### config.mk
export PLATFORM = sky130hd
export DESIGN_NAME = lock_on_reset_bank
export DESIGN_NICKNAME = d
export VERILOG_FILES = /design/src/rtl/lock_on_reset_bank.sv
export SDC_FILE = /design/constraint.sdc
export NUM_CORES = 1
export LEC_CHECK = 0
export CAP_MARGIN = 20
export CORE_MARGIN = 2
export CORE_UTILIZATION = 42
export CTS_CLUSTER_DIAMETER = 150
export CTS_CLUSTER_SIZE = 25
export DETAILED_ROUTE_END_ITERATION = 8
export GPL_TIMING_DRIVEN = 0
export PLACE_DENSITY_LB_ADDON = 0.1
export SLEW_MARGIN = 20
export SYNTH_ARGS = -nofsm -noshare
export SYNTH_HDL_FRONTEND = slang
export SYNTH_SLANG_ARGS = --single-unit
### constraint.sdc
create_clock -name clk -period 4 [get_ports clk]
set_clock_uncertainty 0.2 [all_clocks]
set_input_delay 0.6 -clock clk [delete_from_list [all_inputs] [get_ports clk]]
set_output_delay 0.6 -clock clk [all_outputs]
set_load 0.05 [all_outputs]
### src/rtl/lock_on_reset_bank.sv
// Bank of CHANNELS write-protected registers. The bank comes out of reset locked,
// opens only after a two-word key sequence, and counts every illegal access.
module lock_on_reset_bank #(
    parameter int unsigned        WIDTH     = 8,
    parameter int unsigned        CHANNELS  = 4,
    parameter int unsigned        KEY_W     = 16,
    parameter logic [KEY_W-1:0]   KEY0      = 16'hA5C3,
    parameter logic [KEY_W-1:0]   KEY1      = 16'h3C5A,
    parameter logic [WIDTH-1:0]   RESET_VAL = '0,
    parameter int unsigned        CNT_W     = 4,
    localparam int unsigned       CH_W      = (CHANNELS > 1) ? $clog2(CHANNELS) : 1
) (
    input  logic                        clk,
    input  logic                        resetn,
    input  logic                        wr_en,
    input  logic [CH_W-1:0]             wr_ch,
    input  logic [WIDTH-1:0]            wr_data,
    input  logic                        unlock_req,
    input  logic [KEY_W-1:0]            key_in,
    input  logic                        lock_req,
    input  logic                        sticky_lock_req,
    output logic [CHANNELS*WIDTH-1:0]   data_out,
    output logic                        unlocked,
    output logic                        sticky,
    output logic                        viol_pulse,
    output logic [CNT_W-1:0]            viol_count
);

    typedef enum logic [1:0] {
        ST_LOCKED   = 2'd0,
        ST_ARMED    = 2'd1,
        ST_UNLOCKED = 2'd2,
        ST_STICKY   = 2'd3
    } state_e;

    state_e                             state_q;
    logic                               unlocked_q;
    logic                               sticky_q;
    logic                               viol_pulse_q;
    logic [CNT_W-1:0]                   viol_count_q;
    logic [CHANNELS-1:0][WIDTH-1:0]     regs_q;

    logic ch_valid;
    logic wr_accept;
    logic wr_reject;
    logic key_fail;
    logic viol_d;

    // Access decode uses the state before the edge, so a write racing a lock still lands.
    always_comb begin
        ch_valid  = 32'(wr_ch) < CHANNELS;
        wr_accept = wr_en && (state_q == ST_UNLOCKED) && ch_valid;
        wr_reject = wr_en && !wr_accept;
        key_fail  = 1'b0;
        if (unlock_req && !sticky_lock_req && !lock_req) begin
            if (state_q == ST_LOCKED && key_in != KEY0) key_fail = 1'b1;
            if (state_q == ST_ARMED  && key_in != KEY1) key_fail = 1'b1;
        end
        viol_d = wr_reject || key_fail;
    end

    // Lock FSM; sticky beats lock beats unlock, and STICKY only leaves via reset.
    always_ff @(posedge clk or negedge resetn) begin
        if (!resetn) begin
            state_q    <= ST_LOCKED;
            unlocked_q <= 1'b0;
            sticky_q   <= 1'b0;
        end else if (sticky_lock_req || state_q == ST_STICKY) begin
            state_q    <= ST_STICKY;
            unlocked_q <= 1'b0;
            sticky_q   <= 1'b1;
        end else if (lock_req) begin
            state_q    <= ST_LOCKED;
            unlocked_q <= 1'b0;
            sticky_q   <= 1'b0;
        end else begin
            case (state_q)
                ST_LOCKED: begin
                    if (unlock_req && key_in == KEY0) state_q <= ST_ARMED;
                end
                ST_ARMED: begin
                    if (unlock_req && key_in == KEY1) begin
                        state_q    <= ST_UNLOCKED;
                        unlocked_q <= 1'b1;
                    end else begin
                        state_q    <= ST_LOCKED;
                    end
                end
                default: ;
            endcase
        end
    end

    // Channel storage: only an accepted write touches it.
    always_ff @(posedge clk or negedge resetn) begin
        if (!resetn) begin
            for (int unsigned i = 0; i < CHANNELS; i++) regs_q[i] <= RESET_VAL;
        end else if (wr_accept) begin
            for (int unsigned i = 0; i < CHANNELS; i++) begin
                if (wr_ch == CH_W'(i)) regs_q[i] <= wr_data;
            end
        end
    end

    // Violation pulse and saturating counter; simultaneous causes count once.
    always_ff @(posedge clk or negedge resetn) begin
        if (!resetn) begin
            viol_pulse_q <= 1'b0;
            viol_count_q <= '0;
        end else begin
            viol_pulse_q <= viol_d;
            if (viol_d && viol_count_q != {CNT_W{1'b1}}) begin
                viol_count_q <= viol_count_q + CNT_W'(1);
            end
        end
    end

    assign data_out   = regs_q;
    assign unlocked   = unlocked_q;
    assign sticky     = sticky_q;
    assign viol_pulse = viol_pulse_q;
    assign viol_count = viol_count_q;

endmodule

* Yosys cells after proc, flatten, opt, wreduce, memory -nomap -nowiden
Cells that the tools add are included.
Operators by class: $add $sub $neg 1, $mul 0, div/mod/pow operators 0, $lt $le $gt $ge 0, equal/unequal tests 12, shifts and indexed selects 0, multiplexer cells 14, bitwise logic cells 0, reductions and logical operators 26
Operators by type and width (number):
- $eq 16x14->1 const B | 1
- $eq 16x16->1 const B | 1
- $ne 16x14->1 const B | 1
- $ne 16x16->1 const B | 1
- $reduce_and 2->1 | 6
- $logic_and 1x1->1 | 9
- $mux 1 | 9
- $eq 2x2->1 const B | 4
- $mux 2 | 4
- $reduce_bool 3->1 | 2
- $add 4x1->4 const B | 1
- $eq 2x1->1 const B | 2
- $logic_not 2->1 | 2
- $ne 4x2->1 const B | 1
- $ne 4x4->1 const B | 1
- $pmux 2 s2 | 1
- $reduce_bool 4->1 | 1
- $logic_not 1->1 | 3
- $logic_or 1x1->1 | 2
- $reduce_bool 2->1 | 1
Word-level totals: bits in registers 41, latch bits 0, bits in writable memories 0, ROM bits 0, input bits 32, logic and storage cells 62, memories 0

* Logic depth before layout (Yosys ltp)
Gate-level depths: netlist (run 1).
depth after elaboration 7, gate-level depth with buffers 5, gate-level depth less buffers 5

* Worst setup path after synthesis (run 1)
OpenSTA, ideal clock, no wires.
kind input-to-reg, from in lock_req, to reg viol_count_q[1], in the netlist viol_count[1], data arrival time 1818 ps, data required time 3672 ps, setup slack 1854 ps, stages 5, buffers on the path 0, cell sequence or4b_4 > nor2_2 > a22oi_2 > a32oi_2 > mux2_1
Between the ends: word-level cells in the longest chain between the ends 5
Ends and longest elaborated chain:
- start, declared | line 20 | input logic lock_req,
- $logic_not 1->1 | line 55 | if (unlock_req && !sticky_lock_req && !lock_req) begin
- $logic_and 1x1->1 | line 55
- $mux 1 | line 55
- $logic_or 1x1->1 | line 59 | viol_d = wr_reject || key_fail;
- $logic_and 1x1->1 | line 112 | if (viol_d && viol_count_q != {CNT_W{1'b1}}) begin
- end signal, assigned | line 113 | viol_count_q <= viol_count_q + CNT_W'(1);
- end, declared | line 40 | logic [CNT_W-1:0] viol_count_q;
Every way passes these cells. A chain may end at the register's enable or synchronous reset.

* Worst setup path in the final report (run 1)
Same ends and word-level chain as after synthesis.

==> results.py, run 1 <==
metrics = {
    "run_status": {
        "status": "finished clean",
    },
    "clocking": {
        "clk_pin_slew_ns": 0.07,
        "cts_buffers": 5,
        "cts_tree": "yes",
        "clock_sinks": 41,
        "clockBufferDepth": 2,
        "cts_resized": 0,
        "htree_levels": 2,
        "ctsHoldBuffers": 0,
        "clock_latency_ns": 0.28,
        "post_cts_buffers": 0,
        "clock-root-buffer": "clkbuf_8",
    },
    "synthesis": {
        "synth.net_count": 149,
        "syn_inst": 116,
        "avgSynthCellArea_um2": 14.8,
        "seq_area_frac_synth_pct": 59.6,
        "synth_top_area_share_pct": 59.6,
        "yosysWarnings": 0,
        "ys_seq_elements": 41,
        "netlist_top_cells_area": "dfrtp_1 60%, mux2_2 22%, nor4bb_1 3.5%",
        "yosysTopAreaCell": "dfrtp_1",
        "synthDistinctLibCells": 26,
        "syn_area_um2": 1720,
    },
    "floorplan": {
        "core_area_um2": 3970,
        "io_pins": 71,
        "die_x_um": 68.0,
        "dieHeight_um": 68.0,
        "num_rows": 23,
        "die_area_um2": 4630,
        "start_util_pct": 43.4,
    },
    "cells_and_area": {
        "stdcell_area_um2": 2600,
        "nets": 227,
        "final_cell_mix": "69 x clkdlybuf4s50_1, 41 x dfrtp_1, 34 x mux2_2, 6 x nor4bb_1, 6 x clkbuf_8",
        "antennaDiodeCount": 0,
        "drive_above_1_share_pct": 25.8,
        "syn_to_final_growth_pct": 50.9,
        "final_common_cell": "clkdlybuf4s50_1",
    },
    "power_and_ir_drop": {
        "pwr-share-seq_pct": 41.6,
        "p_leak_nw": 1.15,
        "power_switching_mw": 0.448,
        "ir_drop_mv": 0.312,
        "power.density_nw_per_um2": 476,
        "internal-power_mw": 0.789,
        "clockPowerShare_pct": 21.6,
        "p_sw_share_pct": 36.2,
        "combPwrFrac_pct": 36.8,
    },
    "critical_path": {
        "max_stage_delay_ns": 0.52,
        "cp_max_fo": 5,
        "cp.required_ns": 3.97,
        "crit_type": "primary input to flip-flop",
        "slowest_stage": "or4b_4",
        "rr_worst_depth": 5,
        "worstPathCellList": "clkdlybuf4s50_1 > or4b_4 > nor2_2 > a22oi_2 > a32oi_2 > mux2_1",
        "start_kind": "primary input",
        "end_kind": "flip-flop",
        "cp.arrival_ns": 2.42,
    },
    "sta": {
        "tns_ns": 0,
        "setup_viol": 0,
        "worst_slack_ns": 1.54,
        "hold_violations": 0,
        "worst_pin_slew_ns": 0.731,
        "post-route-period-util_pct": 61.4,
        "finalCriticalPeriod_ns": 2.46,
        "rsz0062_at_grt": "false",
        "maxSlewHeadroom_pct": 51.0,
        "clock.fmax_mhz": 407,
        "maxSlewViolCount": 0,
    },
    "drt": {
        "drt_iter0_drc": 32,
        "num_vias": 1241,
        "ant_nets": 0,
        "dr.pass1.iters": 2,
        "vias_per_cell": 5.09,
        "routed_wl_um": 3640,
        "drc": 0,
        "wire_per_inst_um": 14.9,
    },
    "global_routing": {
        "grt_antenna_before_repair": 0,
        "grt.total_usage_pct": 17.5,
        "grt_max_degree": 22,
        "overflow": 0,
        "first_global_vias": 1262,
        "grt_pass1_wl_um": 5750,
    },
    "flow_run": {
        "maxCapViolCount": 0,
    },
    "placement": {
        "place.gp.congestion": 0.674,
        "post-dp-hpwl_um": 2820,
        "io_buffers": 70,
        "place_area_um2": 2510,
        "place_ws_ns": 1.24,
    },
    "hold_path": {
        "hold_class": "primary input to async pin",
    },
}
==> registers in the layout, indices dropped and copies added, names as in the netlist <==
register / cells
viol_count: 4
state_q: 2
unlocked: 1
sticky: 1
data_out: 32
viol_pulse: 1
==> power groups by stage <==
| stage | combinational (mW) | clock, mW | sequential [mW] |
|---|---|---|---|
| 2_1_floorplan | 0.0820 | 0 | 0.715 |
| 3_3_place_gp | 0.446 | 0 | 0.517 |
| 3_5_place_dp | 0.458 | 0 | 0.523 |
| 4_1_cts | 0.459 | 0.278 | 0.514 |
| 5_1_grt | 0.478 | 0.303 | 0.522 |
| 6_report | 0.455 | 0.268 | 0.514 |
==> kinds of logic (layout without fill, tap and decap cells) <==
| kind of cell | after synthesis | after routing | synth area share (%) |
|---|---|---|---|
| compound gates | 9 | 9 | 4.22 |
| xor+xnor | 1 | 1 | 0.509 |
| fa+ha+maj | 1 | 1 | 0.727 |
| buf+inv | 2 | 80 | 0.436 |
| flops | 41 | 41 | 59.6 |
| mux | 35 | 35 | 22.9 |
| simple gates | 27 | 27 | 11.6 |
==> worst max-delay path: cells and delay by family <==
| kind | cells | cell delay, ns |
|---|---|---|
| AOI/OAI and AO/OA | 2 | 0.37 |
| muxes | 1 | 0.35 |
| buffers and inverters | 1 | 0.48 |
| and+or+nand+nor | 2 | 0.62 |
==> cell usage after synthesis, drive strengths merged <==
master / count
a21boi: 1
a21oi: 2
a22oi: 1
a32oi: 1
dfrtp: 41
ha: 1
inv: 2
mux2: 35
nand2: 4
nand2b: 4
nand3: 1
nand4: 3
nor2: 3
nor2b: 1
nor3: 2
nor3b: 1
nor4: 1
nor4bb: 6
o211a: 1
o21ai: 2
o22ai: 1
or4b: 1
xor2: 1
==> area by class of cell <==
| type | instances | area (um2) |
|---|---|---|
| Multi-Input combinational cell | 73 | 688 |
| Fill cell | 292 | 1370 |
| Timing Repair Buffer | 71 | 723 |
| Tap cell | 50 | 62.6 |
| Sequential cell | 41 | 1030 |
| Inverter | 2 | 7.51 |
| Clock buffer | 6 | 82.6 |
| Clock inverter | 1 | 7.51 |
==> metal layers <==
metal | share of wire [%] | global-route usage, %
met1 | 41 | 19.9
met2 | 51 | 30.5
met3 | 7.0 | 6.58
met4 | 1.0 | 5.25
met5 | 0 | 0
==> final timing paths <==
check	start	to	slack, ns
worst max-delay path	lock_req	viol_count[1]$_DFFE_PN0P_	1.54
worst min-delay path	resetn	data_out[10]$_DFFE_PN0P_	0.08
worst max register to register	state_q[1]$_DFFE_PN0P_	viol_count[1]$_DFFE_PN0P_	1.89
worst min register to register	data_out[10]$_DFFE_PN0P_	data_out[10]$_DFFE_PN0P_	0.31
max in group asynchronous	resetn	data_out[22]$_DFFE_PN0P_	3.05
min in group clk	data_out[10]$_DFFE_PN0P_	data_out[10]$_DFFE_PN0P_	0.31
==> metrics by stage <==
stage	power, mW	hold slack [ns]	cells	util (%)
6_report	1.24	0.0809	244	65.4
5_1_grt	1.30	0.0870	244	65.4
4_1_cts	1.25	0.0894	244	65.4
3_5_place_dp	0.981	0.293	237	63.1
3_3_place_gp	0.963	0.287	236	62.6
2_1_floorplan	0.797	0.104	116	-
No activity file was read; power rests on OpenSTA's default activity.
==> run 2: changes to the inputs <==
==> constraint.sdc (replaced) <==
create_clock -name clk -period 2.3 [get_ports clk]
set_clock_uncertainty 0.2 [all_clocks]
set_input_delay 0.345 -clock clk [delete_from_list [all_inputs] [get_ports clk]]
set_output_delay 0.345 -clock clk [all_outputs]
set_load 0.05 [all_outputs]
==> run 2 against run 1 <==
Compared with the run above: design area grew 0.39%; first-iteration DRC count grew 130%; largest cell class unchanged; register-to-register slack lost 1.7 ns; hold slack gained 0.23 ns; sequential power grew 74%; die area is the same; non-clock buffer count grew 1; clock power grew 74%; critical endpoint unchanged; critical path type unchanged.
==> results.py, run 2 (synthesized netlist as in run 1, its figures left out) <==
metrics = {
    "sta": {
        "post-route-period-util_pct": 95.6,
        "hold_violations": 0,
        "finalCriticalPeriod_ns": 2.20,
        "maxSlewViolCount": 0,
        "worst_slack_ns": 0.101,
        "setup_viol": 0,
        "clock.fmax_mhz": 455,
        "worst_pin_slew_ns": 0.732,
        "maxSlewHeadroom_pct": 50.9,
        "tns_ns": 0,
        "rsz0062_at_grt": "false",
    },
    "cells_and_area": {
        "seq_area_um2": 1030,
        "final_common_cell": "clkdlybuf4s50_1",
        "nFillCells": 291,
        "nets": 228,
        "multi_input_area_um2": 688,
        "antennaDiodeCount": 0,
        "final_cell_mix": "69 x clkdlybuf4s50_1, 41 x dfrtp_1, 34 x mux2_2, 6 x nor4bb_1, 6 x clkbuf_8",
        "largest_reg_flops": 32,
        "drive_above_1_share_pct": 25.6,
        "syn_to_final_growth_pct": 51.5,
    },
    "clocking": {
        "cts_resized": 0,
        "ctsHoldBuffers": 1,
        "post_cts_buffers": 0,
        "clk_pin_slew_ns": 0.08,
        "clock-root-buffer": "clkbuf_8",
        "clock_latency_ns": 0.28,
        "cts_buffers": 5,
        "htree_levels": 2,
        "clock_sinks": 41,
        "clockBufferDepth": 2,
        "cts_tree": "yes",
    },
    "placement": {
        "place.gp.congestion": 0.674,
        "place_ws_ns": -0.200,
        "io_buffers": 70,
        "post-dp-hpwl_um": 2820,
    },
    "global_routing": {
        "grt_antenna_before_repair": 0,
        "grt_max_degree": 22,
        "first_global_vias": 1274,
        "overflow": 0,
        "grt_pass1_wl_um": 5780,
        "grt.total_usage_pct": 17.6,
    },
    "floorplan": {
        "die_area_um2": 4630,
        "die_x_um": 68.0,
        "num_rows": 23,
        "io_pins": 71,
        "dieHeight_um": 68.0,
        "start_util_pct": 43.4,
        "core_area_um2": 3970,
    },
    "power_and_ir_drop": {
        "p_leak_nw": 1.15,
        "ir_drop_mv": 0.544,
        "power_mw": 2.15,
        "power.density_nw_per_um2": 826,
    },
    "critical_path": {
        "cp.required_ns": 2.27,
        "crit_buf_inv": 1,
        "cp_top_family": "simple AND/OR/NAND/NOR gates",
        "start_kind": "primary input",
        "crit_type": "primary input to flip-flop",
        "cp_max_fo": 5,
        "slowest_stage": "or4b_4",
        "end_kind": "flip-flop",
        "max_stage_delay_ns": 0.52,
        "r2r_slack_ns": 0.19,
        "cp.arrival_ns": 2.17,
        "worstPathCellList": "clkdlybuf4s50_1 > or4b_4 > nor2_2 > a22oi_2 > a32oi_2 > mux2_1",
    },
    "drt": {
        "wire_per_inst_um": 14.9,
        "drt_iter0_drc": 75,
        "drc": 0,
        "ant_nets": 0,
        "routed_wl_um": 3660,
        "num_vias": 1242,
        "dr.pass1.iters": 2,
        "vias_per_cell": 5.07,
    },
    "run_status": {
        "status": "finished clean",
    },
    "hold_path": {
        "hold_class": "flip-flop to flip-flop",
    },
    "flow_run": {
        "maxCapViolCount": 0,
    },
}
[run 2: cell types whose count changed in the layout (fill, tap and decap cells not counted)]
cell,delta
dlygate4sd3_1,+1
[run 2: per-layer routing]
layer | vias up | routed length, um | track usage [%]
li1 | 594 | - | -
met1 | 601 | 1530 | 19.9
met2 | 45 | 1860 | 30.7
met3 | 2 | 248 | 6.58
met4 | 0 | 25 | 5.25
met5 | - | 0 | 0
[run 2: cell type report]
class	instances	area share, %
Multi-Input combinational cell	73	26.4
Clock inverter	1	0.288
Inverter	2	0.288
Sequential cell	41	39.3
Tap cell	50	2.40
Clock buffer	6	3.17
Timing Repair Buffer	72	28.1
[run 2: report_power, final]
part	leakage (nW)	switching [mW]	internal [mW]	total, mW
Sequential	0.531	0.0754	0.819	0.894
Clock	0.0433	0.230	0.237	0.467
Combinational	0.578	0.476	0.317	0.793
Total	1.15	0.781	1.37	2.15
[run 2: worst paths after layout]
kind / from / to / depth (start not counted)
setup / recovery: lock_req / viol_count[1]$_DFFE_PN0P_ / 6
hold / removal: data_out[10]$_DFFE_PN0P_ / data_out[10]$_DFFE_PN0P_ / 1
setup reg to reg: state_q[1]$_DFFE_PN0P_ / viol_count[1]$_DFFE_PN0P_ / 5
hold reg to reg: data_out[10]$_DFFE_PN0P_ / data_out[10]$_DFFE_PN0P_ / 1
max in group asynchronous: resetn / data_out[22]$_DFFE_PN0P_ / 3
min in group asynchronous: resetn / data_out[10]$_DFFE_PN0P_ / 2
[run 2: stage by stage]
step	instance area, um2	hold slack, ns	utilization [%]	std cells
floorplan	1720	-0.151	-	116
global placement	2480	0.287	62.6	236
detailed placement	2510	0.144	63.1	237
CTS	2610	0.311	65.7	245
global route	2610	0.327	65.7	245
finish	2610	0.308	65.7	245
